`config.mk`:
```
export PLATFORM = sky130hd
export DESIGN_NAME = fetch_stage
export DESIGN_NICKNAME = d
export VERILOG_FILES = /design/src/rtl/fetch_pkg.sv /design/src/rtl/fetch_fifo.sv /design/src/rtl/fetch_stage.sv
export SDC_FILE = /design/constraint.sdc
export NUM_CORES = 1
export LEC_CHECK = 0
export CORE_MARGIN = 1
export CORE_UTILIZATION = 45
export CTS_BUF_LIST = sky130_fd_sc_hd__clkbuf_4
export CTS_CLUSTER_DIAMETER = 60
export DETAILED_ROUTE_END_ITERATION = 12
export GPL_TIMING_DRIVEN = 0
export PLACE_DENSITY_LB_ADDON = 0.15
export SLEW_MARGIN = 0
export SYNTH_ARGS = -nofsm -noshare
export SYNTH_HDL_FRONTEND = slang
export SYNTH_SLANG_ARGS = --single-unit
```
`constraint.sdc`:
```
create_clock -name i_clk -period 5.1 [get_ports i_clk]
set_input_delay 1.275 -clock i_clk [delete_from_list [all_inputs] [get_ports i_clk]]
set_output_delay 1.275 -clock i_clk [all_outputs]
set_load 0.005 [all_outputs]
```
`src/rtl/fetch_pkg.sv`:
```
// fetch_pkg: shared types and constants for the instruction fetch stage.
package fetch_pkg;
  localparam int FETCH_DEPTH = 2;
  localparam logic [31:0] INST_NOP = 32'h00000013;
  typedef struct packed {
    logic [31:0] pc;
    logic [31:0] inst;
    logic        trap;
  } fetch_entry_t;
endpackage

```
`src/rtl/fetch_fifo.sv`:
```
// fetch_fifo: 2-entry shift FIFO of fetch entries with registered head and flush.
module fetch_fifo
  import fetch_pkg::*;
(
  input  logic         clk,
  input  logic         rst,
  input  logic         push,
  input  logic         pop,
  input  logic         flush,
  input  fetch_entry_t din,
  output fetch_entry_t head,
  output logic [1:0]   count
);
  fetch_entry_t mem [FETCH_DEPTH];
  logic pop_en, push_en;
  logic [1:0] idx;
  assign pop_en = pop && count != 2'd0;
  assign idx = count - {1'b0, pop_en};
  assign push_en = push && idx < 2'd2;
  assign head = mem[0];
  always_ff @(posedge clk) begin
    if (rst) begin
      count  <= 2'd0;
      mem[0] <= '0;
      mem[1] <= '0;
    end else if (flush) begin
      count  <= {1'b0, push};
      mem[0] <= push ? din : '0;
      mem[1] <= '0;
    end else begin
      count <= idx + {1'b0, push_en};
      if (pop_en) mem[0] <= mem[1];
      if (push_en) mem[idx[0]] <= din;
    end
  end
  a_no_overflow: assert property (@(posedge clk) disable iff (rst)
    !(push && !flush && !pop && count == 2'd2))
    else $fatal(1, "fetch_fifo: enqueue into full queue");
endmodule

```
`src/rtl/fetch_stage.sv`:
```
// fetch_stage: owns the PC, issues in-order fetches with credit gating,
// tags responses with their PC and discards fetches made stale by redirects.
module fetch_stage
  import fetch_pkg::*;
#(
  parameter logic [31:0] RESET_ADDR = 32'h00000000
) (
  input  logic        i_clk,
  input  logic        i_rst,
  output logic        o_imem_req_valid,
  output logic [31:0] o_imem_req_addr,
  input  logic        i_imem_req_ready,
  input  logic        i_imem_resp_valid,
  input  logic [31:0] i_imem_resp_rdata,
  input  logic        i_redirect_valid,
  input  logic [31:0] i_redirect_pc,
  output logic        o_inst_valid,
  output logic [31:0] o_inst,
  output logic [31:0] o_inst_pc,
  output logic        o_inst_trap,
  input  logic        i_inst_ready
);
  logic [31:0] pc;
  logic [31:0] tag [FETCH_DEPTH];
  logic [1:0] outstanding, drop, count;
  logic halted, hs, resp, misaligned, push, tidx;
  logic [2:0] occ;
  fetch_entry_t din, head;
  assign occ = {1'b0, outstanding} + {1'b0, count};
  assign o_imem_req_valid = !i_rst && !halted && !i_redirect_valid && occ < 3'd2;
  assign o_imem_req_addr = pc;
  assign hs = o_imem_req_valid && i_imem_req_ready;
  // Responses with nothing outstanding cannot belong to us and are ignored.
  assign resp = i_imem_resp_valid && outstanding != 2'd0;
  assign misaligned = i_redirect_pc[1:0] != 2'b00;
  assign push = i_redirect_valid ? misaligned : resp && drop == 2'd0;
  assign din = i_redirect_valid ? {i_redirect_pc, 32'h0, 1'b1} : {tag[0], i_imem_resp_rdata, 1'b0};
  assign tidx = outstanding[0] && !resp;
  assign o_inst_valid = count != 2'd0;
  assign o_inst = o_inst_valid ? head.inst : 32'h0;
  assign o_inst_pc = o_inst_valid ? head.pc : 32'h0;
  assign o_inst_trap = o_inst_valid && head.trap;
  fetch_fifo u_fifo (
    .clk   (i_clk),
    .rst   (i_rst),
    .push  (push),
    .pop   (i_inst_ready),
    .flush (i_redirect_valid),
    .din   (din),
    .head  (head),
    .count (count)
  );
  always_ff @(posedge i_clk) begin
    if (i_rst) begin
      pc          <= RESET_ADDR;
      outstanding <= 2'd0;
      drop        <= 2'd0;
      halted      <= 1'b0;
      tag[0]      <= 32'h0;
      tag[1]      <= 32'h0;
    end else begin
      outstanding <= outstanding + {1'b0, hs} - {1'b0, resp};
      if (resp) tag[0] <= tag[1];
      if (hs) tag[tidx] <= pc;
      if (i_redirect_valid) begin
        pc     <= i_redirect_pc;
        halted <= misaligned;
        drop   <= outstanding - {1'b0, resp};
      end else begin
        if (hs) pc <= pc + 32'd4;
        if (resp && drop != 2'd0) drop <= drop - 2'd1;
      end
    end
  end
endmodule

```
======== Word level (Yosys, flattened, before mapping) ========
Memories as Yosys holds them, arrays and structs flattened.
Cells that the tools add are included.
word-level totals
  logic and storage cells ................. 86
  memories kept ........................... 2
  output and inout port bits .............. 99
  input bits .............................. 70
  bits in registers ....................... 39
  RAM bits ................................ 194
cells by class
  muxes and demuxes ....................... 39
  add/sub/neg operators ................... 8
  order comparisons ....................... 2
  reduce and logical (&&, ||, !) cells .... 25
  bitwise operators ....................... 4
memories
  memory      words  width  rd ports  clocked after Yosys merged registers in  write ports  line               RTL
  u_fifo.mem  2      65     2         0                                        2            fetch_fifo.sv:14   fetch_entry_t mem [FETCH_DEPTH];
  tag         2      32     2         0                                        2            fetch_stage.sv:24  logic [31:0] tag [FETCH_DEPTH];
operators with widths
  operator                                                    count
  2-to-1 mux 65 bit                                           6
  2-to-1 mux 32 bit                                           6
  OR reduction 65 bit                                         1
  adder 32 x 3 -> 32 bit, second input constant               1
  OR reduction 32 bit                                         1
  2-to-1 mux 1 bit                                            25
  nonzero test 2 bit                                          6
  logical AND 1 bit                                           11
  subtractor 2 x 1 -> 2 bit                                   3
  adder 2 x 1 -> 2 bit                                        2
  zero test 1 bit                                             4
  2-to-1 mux 2 bit                                            2
  bitwise OR 1 bit                                            4
  adder 2 x 2 -> 3 bit                                        1
  less-than comparator 3 x 2 -> 1 bit, second input constant  1
  zero test 2 bit                                             1
  less-than comparator 2 bit, second input constant           1
  OR reduction 2 bit                                          1
  subtractor 2 x 1 -> 2 bit, second input constant            1

======== Logic depth before layout (Yosys ltp) ========
  depth in word-level cells ............... 11
  depth in mapped cells ................... 13

======== Cells and area by module ========
A second synthesis with hierarchy kept.
second synthesis, totals
  cell total of the unflattened synthesis .. 961
  area total of the unflattened synthesis .. 11064.4 um^2
by module, submodules not included
  module       instances  sequential area each (um^2)  area each (um^2)  cells an instance
  fetch_stage  1          2662.6                       5820.6            657
  fetch_fifo   1          3943.8                       5243.8            304

======== Worst setup path before layout ========
Ideal clock, no wire load.
  path type ............................... input to register
  start point ............................. input port i_rst
  end point ............................... memory u_fifo.mem[1][0] (netlist name), enable pin
  data required time ...................... 4.675 ns
  cell stages on the path ................. 7
  library setup time ...................... 0.425 ns
  path slack .............................. 0.608 ns
  arrival ................................. 4.067 ns
  buffers on the path ..................... 4
  cell sequence ........................... clkbuf_1 or2_2 clkbuf_1 a2111o_1 clkbuf_1 clkbuf_1 nand2_1
RTL lines
  item         line              RTL
  from (decl)  fetch_stage.sv:9  input logic i_rst,
  to (decl)    fetch_fifo.sv:14

======== Final worst setup path ========
  start point ............................. input port i_redirect_valid
  end point ............................... output port o_imem_req_valid
on the way
  cells in the longest elaborated chain, start to end .. 3
ends and longest elaborated chain
  item                            line               RTL
  from (decl)                     fetch_stage.sv:15  input logic i_redirect_valid,
  zero test 1 bit                 fetch_stage.sv:30  assign o_imem_req_valid = !i_rst && !halted && !i_redirect_valid && occ < 3'd2;
  logical AND 1 bit (2 in a row)  fetch_stage.sv:30
  to (decl)                       fetch_stage.sv:10  output logic o_imem_req_valid,
Every way passes these cells.

==> results.md <==
* Run status: finished clean
* DP HPWL at about 20000 um
* PnR worst setup slack at between 0.4 and 0.5 ns
* Final total power at roughly 4.7 mW
* Die area at 24900 sq um
* Layout cell share with drive strength beyond 1 at 0.0923
* WHS at 0.512 ns
* Cell with the most instances after synthesis: edfxtp_1
* Cts hold-fix bufs at 0
* Pleak at 5.09 nW
* Post-synth design cell area at 10900 sq um
* PortBufs at around 170
* Setup skew after layout at 0.0332 ns
* Die Height at 158 um
* Remaining antenna violation count after routing at 0
* Remaining global-route overflow at 0
* Remaining DRCs at 0
* CP dominant cell by count: clkdlybuf4s50_1
* Routed wire per std cell at ~18 um
* Fill count at about 2000
* Max stage delay on crit path at between 0.5 and 0.6 ns
* Core area at 23600 sq um
* Nets at 1289
* Die width at 158 um
* Most instantiated cells after synthesis: edfxtp_1 (194), nand2_1 (162), nor2_1 (89)
* Vias in the first global route at 8145
* Netlist cell types at between 50 and 60
* Io pins at about 170
* Pwr/cell area at between 300 and 400 nW/um^2
* Synth Register Bits at ~230
* Setup Crit Path Kind: input port to output port
* CP Data Arrival Time at between 3 and 4 ns
* Total Routed Length at 28600 um
* Initial Utilization at 0.462
* Postcts setup bufs at 0
* Synth Net Count at around 1100
* Period minus WS final at ~4.7 ns
* Post-synth top area share at 0.534
* Worst-margin pin slew at 1.16 ns
* CTS tree: done
* Final number of setup-violating endpoints at 0
* Gp weighted congestion at ~0.94
* Post-Layout Cell Count at ~1600
* Main synth FF type: edfxtp_1
* Sequential cell area fraction in the yosys report at 0.605
* HP Class: register to register
* Register area at 6610 sq um
* CP Launch Type: input port
* Final core occ at 0.585
* Max IR drop VDD at between 0.1 and 0.15 mV
* CTS Root Cell: clkbuf_4
* Crit path max fanout at 10
* Clock Path Buffers at 3
* Fin crit share at 0.918
* Synth area leader: edfxtp_1
* Clk sinks at about 230
* Largest delay share family, worst path: buffers and inverters
* Drt first pass iters at 6
* Final Hold Vio Count at 0
* Iter 0 DRT Violations at just under 800
* RSZ-0062 raised after global routing: false
* Max-cap violations at 0
* Largest net degree at the start of global routing at 66
* CTS Buf Count at between 50 and 60
* Initial antenna violation count at 1
* Setup Slack @ Placement at ~0.18 ns
* H-Tree Depth at 2
* Clock transition at the registers of the reported paths at approximately 0.060 ns
* Critical Path RT at ~3.8 ns
* Post-CTS sizing at 0
* Vias per inst at 5.40
* Slowest cell on the critical path: clkdlybuf4s50_1
* Multi-input logic area at 4000 sq um
* Synth top area cells: edfxtp_1 (53%), dfxtp_1 (7.2%), nand2_1 (5.6%)
* Rows at 56
* Via count at 8523
* Fmax at about 210 MHz
* Syn Area/Cell at 11.1 sq um
* Pins Over Slew Limit at 0
* Area added between synthesis and finish at 26.5%
* Critical path capture point type: output port
* Cells after DPL at 1468
* EDFF count, synth at 194
* Syn Inst Count at 982
* Critical-path cell list: clkdlybuf4s50_1 -> or2_2 -> clkbuf_1 -> nor4_1 -> clkdlybuf4s50_1
* Slew headroom at 0.225
* Global-route wire length before repair at ~44000 um
* Total GRT Usage at 0.233
* CP Buf/Inv Count at 3
* Worst skew pair latency at around 0.70 ns
* Ys async rst share at 0
* Ys Warns at 0
-- metal layers --
metal | up-vias | share of wire | track usage
met5 | - | 0 | 0
met4 | 0 | 0.023 | 0.0860
met3 | 55 | 0.083 | 0.0468
met2 | 414 | 0.46 | 0.373
met1 | 3976 | 0.43 | 0.313
li1 | 4078 | - | -
-- worst reg2reg max path, cell delays in order, from the launching register on --
cell,delay (ns)
dfxtp_1,0.35
o21ai_0,0.44
inv_1,0.12
ha_1,0.21
xor2_1,0.32
a2111o_1,0.20
clkbuf_1,0.49
clkbuf_1,0.43
nand2_4,0.54
-- kinds of logic (layout without fill, tap and decap cells) --
kind of cell	count (synthesis)	after routing	share of synthesized area
flops	233	233	0.605
other cells	1	2	0.000344
fa+ha+maj	9	9	0.0110
xor+xnor	9	9	0.00722
simple gates	436	436	0.195
buf+inv	86	361	0.0299
mux	48	48	0.0440
compound gates	160	160	0.107
-- registers in the layout, summed over array words and instances, names as in the netlist --
signal / cells
drop: 2
halted: 1
o_imem_req_addr: 32
outstanding: 2
tag: 64
u_fifo.count: 2
u_fifo.mem: 130
-- layout make-up --
class / count / share of cell area
diodes: 1 / 0.000181
clock buffers: 96 / 0.0522
multi-input cells: 663 / 0.290
well taps: 319 / 0.0289
inverters: 13 / 0.00354
plain buffers: 73 / 0.0201
flip-flops and latches: 233 / 0.479
repair buffers: 167 / 0.121
clock inverters: 12 / 0.00526
-- per-stage QoR --
stage	setup TNS (ns)	cell area, sq um
floorplan	0	10900
global placement	-145.76	13000
detailed placement	0	13000
CTS	0	13800
global route	0	13800
finish	0	13800
-- where the power goes --
group          total, mW  internal, mW  leakage (nW)  switching (mW)
combinational      0.704         0.292          2.17           0.412
sequential          2.33          2.26          2.45          0.0760
clock               1.64         0.895         0.478           0.746
-- final timing paths --
kind	start	to	slack, ns	cells past startpoint
setup / recovery	i_redirect_valid	o_imem_req_valid	0.42	5
hold / removal	u_fifo.mem[1][58]	u_fifo.mem[0][58]	0.51	1
setup reg to reg	u_fifo.count[1]	u_fifo.mem[1][18]	1.44	8
hold reg to reg	u_fifo.mem[1][58]	u_fifo.mem[0][58]	0.51	1
-- layout by cell type, fill, tap and decap left out, types with 15 or more instances in the layout --
| cell | Yosys | final |
|---|---|---|
| dfxtp_1 | 39 | 39 |
| nand4_1 | 15 | 15 |
| and2_1 | 68 | 68 |
| clkbuf_1 | 62 | 62 |
| a21boi_0 | 18 | 18 |
| mux2i_1 | 48 | 48 |
| clkbuf_4 | 0 | 96 |
| and3_1 | 40 | 40 |
| o21ai_0 | 37 | 37 |
| edfxtp_1 | 194 | 194 |
| nor2_1 | 89 | 89 |
| nand3_1 | 18 | 17 |
| nand2_1 | 162 | 160 |
| clkdlybuf4s50_1 | 0 | 167 |
| o2bb2ai_1 | 32 | 32 |
No activity file was read; power rests on OpenSTA's default activity.
==> RTL change (config.mk and constraints unchanged) <==
Change the package constant `FETCH_DEPTH` from 2 to 4.
--- a/src/rtl/fetch_pkg.sv
+++ b/src/rtl/fetch_pkg.sv
@@ -1,5 +1,5 @@
 // fetch_pkg: shared types and constants for the instruction fetch stage.
 package fetch_pkg;
-  localparam int FETCH_DEPTH = 2;
+  localparam int FETCH_DEPTH = 4;
   localparam logic [31:0] INST_NOP = 32'h00000013;
   typedef struct packed {
Behaviour: same outputs for any inputs over 4 cycles, from zero or initial values and one cycle with i_rst high; that may be too few to reach the edited logic, so the function may still have changed.
==> RTL change against the original RTL <==
  * Fmax rose by 15%
  * Power up 0.53%
  * Worst setup slack gained 0.60 ns
  * Cell area down 0.59%
  * Area after synthesis decreased by 1.0%
  * Clock skew fell by 0.0055 ns
  * Core utilization fell by 0.17 points
  * Routed wire length is 0.89% lower
  * Global-route usage increased by 0.092 points
  * Sequential cell count is the same
==> RTL change: results (changes against the original RTL) <==
metric,value,unit,change
Peak VDD IR,0.132,mV,-11%
GRT Total Usage,0.234,,+0.000920
status,"finished, final reports clean",,
vias per cell,5.26,,-2.6%
Area after DPL,12900,sq um,-0.91%
pre-CTS setup slack,0.334,ns,+0.155 ns
Slew @ Worst Pin,1.34,ns,+0.185 ns
TritonCTS buffer count,58,,-1.7%
first-pass GRT wire length,43500,um,-0.79%
RR Startpoint,outstanding[0],,
drt pass-1 iters,5,,-1
Synth cell types,55,,+1.9%
most instantiated cells after synthesis,"edfxtp_1, nand2_1, nor2_1, o21ai_0, and2_1",,
Critical Path AT,2.81,ns,-0.60 ns
Hold Slack,0.460,ns,-0.0524 ns
total power,4.70,mW,+0.53%
final instance count without filler cells,1576,,-0.063%
clk pwr,1.71,mW,+4%
setup slack after layout,1.02,ns,+0.598 ns
Worst R2R Path Depth,9,,+1
Cell Int Power,3.50,mW,+1.6%
"Seq/Total Area, Yosys",0.611,,+0.00610
syn nets,1059,,-0.19%
Critical Path Max Stage Delay,0.54,ns,-0.05 ns
HP Start,halted,,
Critical Path Source,u_fifo.count[1],,
Cell Count Post-Placement,1465,,-0.20%
Final #Nets,1285,,-0.31%
Comb power frac,0.143,,-0.007
Total Wirelength,28400,um,-0.89%
CP Capture Point,o_inst_pc[0],,
## RTL change: per-layer routing
layer  share of wire  track usage
met4           0.021       0.0826
met2            0.48        0.391
met1            0.42        0.305
met5               0            0
met3           0.070       0.0416
## RTL change: final cells by class
cell class              instances  area (sq um)  share of cell area
well taps                     319           399              0.0291
plain buffers                  75           343              0.0250
flip-flops and latches        233          6610               0.481
inverters                      14          52.6             0.00383
repair buffers                166          1660               0.121
clock inverters                 5          45.0             0.00328
multi-input cells             658          3820               0.279
clock buffers                 105           788              0.0574
diodes                          1          2.50            0.000182
## RTL change: kinds of logic after synthesis
| kind of cell | synth area share |
|---|---|
| AND/OR/NAND/NOR | 0.191 |
| flip-flops | 0.611 |
| AO/OA/AOI/OAI | 0.106 |
| buffers and inverters | 0.0366 |
| multiplexers | 0.0301 |
| XOR/XNOR | 0.0138 |
| adder cells (fa/ha/maj) | 0.0111 |
| other | 0.000347 |
